[config.mk]
export PLATFORM = sky130hd
export DESIGN_NAME = inv_permutation_decoder
export DESIGN_NICKNAME = d
export VERILOG_FILES = /design/src/rtl/inv_permutation_decoder.sv
export SDC_FILE = /design/constraint.sdc
export NUM_CORES = 1
export LEC_CHECK = 0
export ABC_AREA = 1
export CORE_ASPECT_RATIO = 1.75
export CORE_MARGIN = 2
export CORE_UTILIZATION = 44
export CTS_BUF_LIST = sky130_fd_sc_hd__clkbuf_8
export DETAILED_ROUTE_END_ITERATION = 16
export PLACE_DENSITY_LB_ADDON = 0.1
export SLEW_MARGIN = 40
export SYNTH_ARGS = -nofsm -noshare
export SYNTH_HDL_FRONTEND = slang
export SYNTH_SLANG_ARGS = --single-unit
export TNS_END_PERCENT = 50
[constraint.sdc]
create_clock -name clk -period 1.95 [get_ports clk]
set_clock_uncertainty 0.15 [all_clocks]
set_input_delay 0.195 -clock clk [delete_from_list [all_inputs] [get_ports clk]]
set_output_delay 0.195 -clock clk [all_outputs]
set_load 0.005 [all_outputs]
[src/rtl/inv_permutation_decoder.sv]
// inv_permutation_decoder: undoes the encoder's 5x5 bit-plane permutation.
// Frame of LINES 25-bit lines; each line gets ROUNDS inverse passes, one per clock.
//
// Ports:
//   clk       in   system clock, rising edge
//   rst       in   asynchronous, active-high reset
//   start     in   begins a frame (sampled in IDLE only)
//   in_data   in   [24:0] encoded line
//   in_valid  in   in_data valid
//   in_ready  out  block can accept a line (LOAD)
//   out_data  out  [24:0] decoded line
//   out_valid out  out_data valid (EMIT)
//   out_ready in   sink accepts out_data
//   line_idx  out  [5:0] index of the line currently held
//   busy      out  high in every state except IDLE
//   done      out  one-cycle pulse at end of frame
//   out_parity out [4:0] column parity of out_data (only with INV_PERM_PARITY_EN)
//
// Optional feature macro: INV_PERM_PARITY_EN

module inv_permutation_decoder #(
    parameter int LINES  = 64,
    parameter int ROUNDS = 1
) (
    input  logic        clk,
    input  logic        rst,
    input  logic        start,
    input  logic [24:0] in_data,
    input  logic        in_valid,
    output logic        in_ready,
    output logic [24:0] out_data,
    output logic        out_valid,
    input  logic        out_ready,
    output logic [5:0]  line_idx,
    output logic        busy,
`ifdef INV_PERM_PARITY_EN
    output logic [4:0]  out_parity,
`endif
    output logic        done
);

    typedef enum logic [2:0] {
        IDLE,
        LOAD,
        PERM,
        EMIT,
        DONE
    } state_t;

    state_t      state_q, state_d;
    logic [24:0] buf_q, buf_d;
    logic [5:0]  idx_q, idx_d;
    logic [3:0]  rnd_q, rnd_d;
    logic [24:0] pass;

    // One inverse pass: D(x,y) = E(y, (2x+3y) mod 5), bit (x,y) at x+5y.
    // Pure rewire; the loops only enumerate wires.
    function automatic logic [24:0] inv_pass(input logic [24:0] e);
        logic [24:0] d;
        d = '0;
        for (int x = 0; x < 5; x++) begin
            for (int y = 0; y < 5; y++) begin
                d[x + 5*y] = e[y + 5*((2*x + 3*y) % 5)];
            end
        end
        return d;
    endfunction

    assign pass = inv_pass(buf_q);

`ifdef INV_PERM_PARITY_EN
    logic [4:0] par_q, par_d;

    function automatic logic [4:0] col_parity(input logic [24:0] d);
        logic [4:0] p;
        p = '0;
        for (int x = 0; x < 5; x++) begin
            for (int y = 0; y < 5; y++) begin
                p[x] = p[x] ^ d[x + 5*y];
            end
        end
        return p;
    endfunction

    // Tracks the buffer through every pass so it is ready with out_valid.
    always_comb begin
        par_d = par_q;
        if (state_q == PERM) begin
            par_d = col_parity(pass);
        end
    end

    always_ff @(posedge clk or posedge rst) begin
        if (rst) begin
            par_q <= '0;
        end else begin
            par_q <= par_d;
        end
    end

    assign out_parity = par_q;
`endif

    always_comb begin
        state_d = state_q;
        buf_d   = buf_q;
        idx_d   = idx_q;
        rnd_d   = rnd_q;
        unique case (state_q)
            IDLE: begin
                if (start) begin
                    idx_d   = '0;
                    state_d = LOAD;
                end
            end
            LOAD: begin
                if (in_valid) begin
                    buf_d   = in_data;
                    rnd_d   = '0;
                    state_d = PERM;
                end
            end
            PERM: begin
                buf_d = pass;
                rnd_d = rnd_q + 4'd1;
                if (rnd_q == 4'(ROUNDS - 1)) begin
                    state_d = EMIT;
                end
            end
            EMIT: begin
                if (out_ready) begin
                    if (idx_q == 6'(LINES - 1)) begin
                        state_d = DONE;
                    end else begin
                        idx_d   = idx_q + 6'd1;
                        state_d = LOAD;
                    end
                end
            end
            DONE: begin
                state_d = IDLE;
            end
            default: begin
                state_d = IDLE;
            end
        endcase
    end

    always_ff @(posedge clk or posedge rst) begin
        if (rst) begin
            state_q <= IDLE;
            buf_q   <= '0;
            idx_q   <= '0;
            rnd_q   <= '0;
        end else begin
            state_q <= state_d;
            buf_q   <= buf_d;
            idx_q   <= idx_d;
            rnd_q   <= rnd_d;
        end
    end

    assign in_ready  = (state_q == LOAD);
    assign out_valid = (state_q == EMIT);
    assign out_data  = buf_q;
    assign line_idx  = idx_q;
    assign busy      = (state_q != IDLE);
    assign done      = (state_q == DONE);

endmodule

==> impl_metrics.ini <==
[outcome]
status = finished clean

[synthesis]
ys_seq_area_share_pct = 47.2
synth_top_flop_cell = dfrtp_1
yosysUniqueCellTypes = 25
syn_inst = 269
async_reset_ff_share_pct = 100
synth_edf_count = 0
synth_area_leaders = dfrtp_1 47%, nand2_1 17%, o21ai_0 7.7%, inv_1 6.9%, o21ai_1 6.2%
yosysMostFrequentCell = nand2_1
synth_top_area_cell = dfrtp_1
ys_ff_latch = 38
synthTopCellsByCount = 90 x nand2_1, 38 x dfrtp_1, 37 x inv_1
synth_nets = 302
synth_top_area_share_pct = 47.2
netlist_area_um2 = 2010
synth_warnings = 0
syn_avg_cell_area_um2 = 7.48

[clocking]
tritoncts = done
clk_latency_ps = 290
clock_sinks = 38
htree_levels = 2
cts-buffers-inserted = 5
clk_pin_slew_ps = 70
clock_path_buffers = 2
cts.root.buffer_cell = clkbuf_8

[critical_path]
critPathMaxStageDelay_ps = 530
critPathBufInv = 1
arrival_ps = 1520
crit_family = buffers and inverters
cp_data_required_time_ps = 1600
cp_cell_sequence = nand2_1 > nor2_1 > clkdlybuf4s50_1
end_kind = primary output
cp_slowest_cell = clkdlybuf4s50_1
cp_max_fo = 7
cp-start-kind = flip-flop
crit_type = reg -> out

[route]
routedWlPerCell_um = 11.8
drc_errors = 0
viasPerCell = 4.90
drt.antenna.violating_nets = 0
vias = 1885
drt-total-wl_um = 4550
drtPass1Iterations = 4
detail_route.iter0.violations = 31

[sta]
timing.fmax_mhz = 537
slew_viol_final = 0
rsz0062_at_grt = true
finalSetupViolCount = 0
finalWorstSetupSlack_ps = 87.5
fin_crit_sh_pct = 95.5
fin_crit_ps = 1860
hold_violations = 0
worst_pin_slew_ps = 490
fin_tns_setup_ps = 0
max_slew_margin_pct = 67.3

[floorplan]
ioPinCount = 65
core_area_um2 = 4400
initial_core_util_pct = 45.7
fp.dieW_um = 55.1
die_y_um = 93.5
num_rows = 32
die-area_um2 = 5150

[pwr]
power_density_nw_per_um2 = 1420
leakage_nw = 1.34
ir_drop_mv = 0.883
p_total_mw = 3.97

[grt]
grt_antenna_before_repair = 0
globalRouteTotalUtil_pct = 20.4
grt_max_degree = 53
overflow = 0
grt_pass1_vias = 1840
grt_pass1_wl_um = 7780

[finish]
syn_to_final_growth_pct = 38.7
fillers = 412
regArea_um2 = 953
layout.nets = 366
diodes = 0
drive_above_1_share_pct = 6.59
final_area_um2 = 2790
stdcell_count = 385
multiInputGateArea_um2 = 852

[placed_design]
preCtsSetupSlack_ps = 296
dpl_cell_area_um2 = 2700
place_inst = 377
gp_congestion = 0.731
portBuffers = 64
dp_hpwl_um = 3230

[job]
maxCapViolCount = 0

[min_path]
hold_class = in -> async
-- area by class of cell --
type / count / share of cell area (%)
clock buffer: 6 / 2.96
clock inverter: 2 / 0.314
inverter: 39 / 5.24
multi-input combinational: 181 / 30.5
sequential: 38 / 34.1
tap: 51 / 2.28
timing repair buffer: 68 / 24.6
-- path summary, 6_finish.rpt --
check	from	to	slack [ps]	cells past startpoint
max	state_q[1]$_DFFE_PP0P_	out_valid	90	3
min	rst	line_idx[3]$_DFFE_PP0P_	160	3
max reg2reg	line_idx[0]$_DFFE_PP0P_	line_idx[1]$_DFFE_PP0P_	280	7
min reg2reg	out_data[0]$_DFFE_PP0P_	out_data[0]$_DFFE_PP0P_	340	2
max in group asynchronous	rst	state_q[1]$_DFFE_PP0P_	1110	3
min in group clk	out_data[0]$_DFFE_PP0P_	out_data[0]$_DFFE_PP0P_	340	2
-- flip-flops by register name, indices dropped and copies added, names as in the netlist --
name,count
rnd_q,4
line_idx,6
state_q,3
out_data,25
-- metrics by stage --
stage	hold slack, ps	utilization, %
floorplan	201	-
global placement	319	61.2
detailed placement	327	61.2
CTS	181	63.3
global route	240	63.4
finish	159	63.4
-- power by group --
part	switching, mW	leakage [nW]	internal [mW]
sequential	0.220	0.483	1.12
combinational	1.09	0.805	0.993
clock	0.272	0.0524	0.280
total	1.58	1.34	2.40
-- logic make-up (layout without fill, tap and decap cells) --
| group | Yosys count | count (layout) | share of synthesized area [%] |
|---|---|---|---|
| flops | 38 | 38 | 47.2 |
| fa+ha+maj | 3 | 3 | 1.86 |
| xor+xnor | 3 | 3 | 1.31 |
| buf+inv | 50 | 115 | 10.4 |
| simple gates | 115 | 115 | 23.8 |
| compound gates | 60 | 60 | 15.4 |
-- routing by layer --
metal,up-vias,GRT usage [%],wire [um]
li1,967,-,-
met1,857,23.9,1880
met2,54,34.0,2300
met3,7,5.27,279
met4,0,7.93,85
met5,-,0,0
-- what timing repair did --
item,CTS,global route
setup endpoints to repair,1,2
buffers inserted,0,0
resized for setup,1,2
hold buffers,0,0
endpoints found under the hold margin,0,0
cloned,0,0
-- tightest hold or removal path, stage by stage --
cell and delay [ps]:
clkdlybuf4s50_1 400, inv_1 50, buf_4 410
-- layout by cell type, fill, tap and decap left out, drive strengths merged --
cell type	synthesis	final
dlymetal6s2s	0	1
xor2	1	1
nor3	3	3
nand3	8	8
clkdlybuf4s50	0	63
nand3b	1	1
a21oi	2	2
or2	1	1
nand2	91	91
clkbuf	1	6
nor2	10	10
inv	39	40
o22ai	1	1
nor3b	1	1
ha	3	3
xnor2	2	2
o21ai	57	57
dfrtp	38	38
buf	10	4
clkinv	0	1
Note: power is estimated with default switching activity, not from simulation.
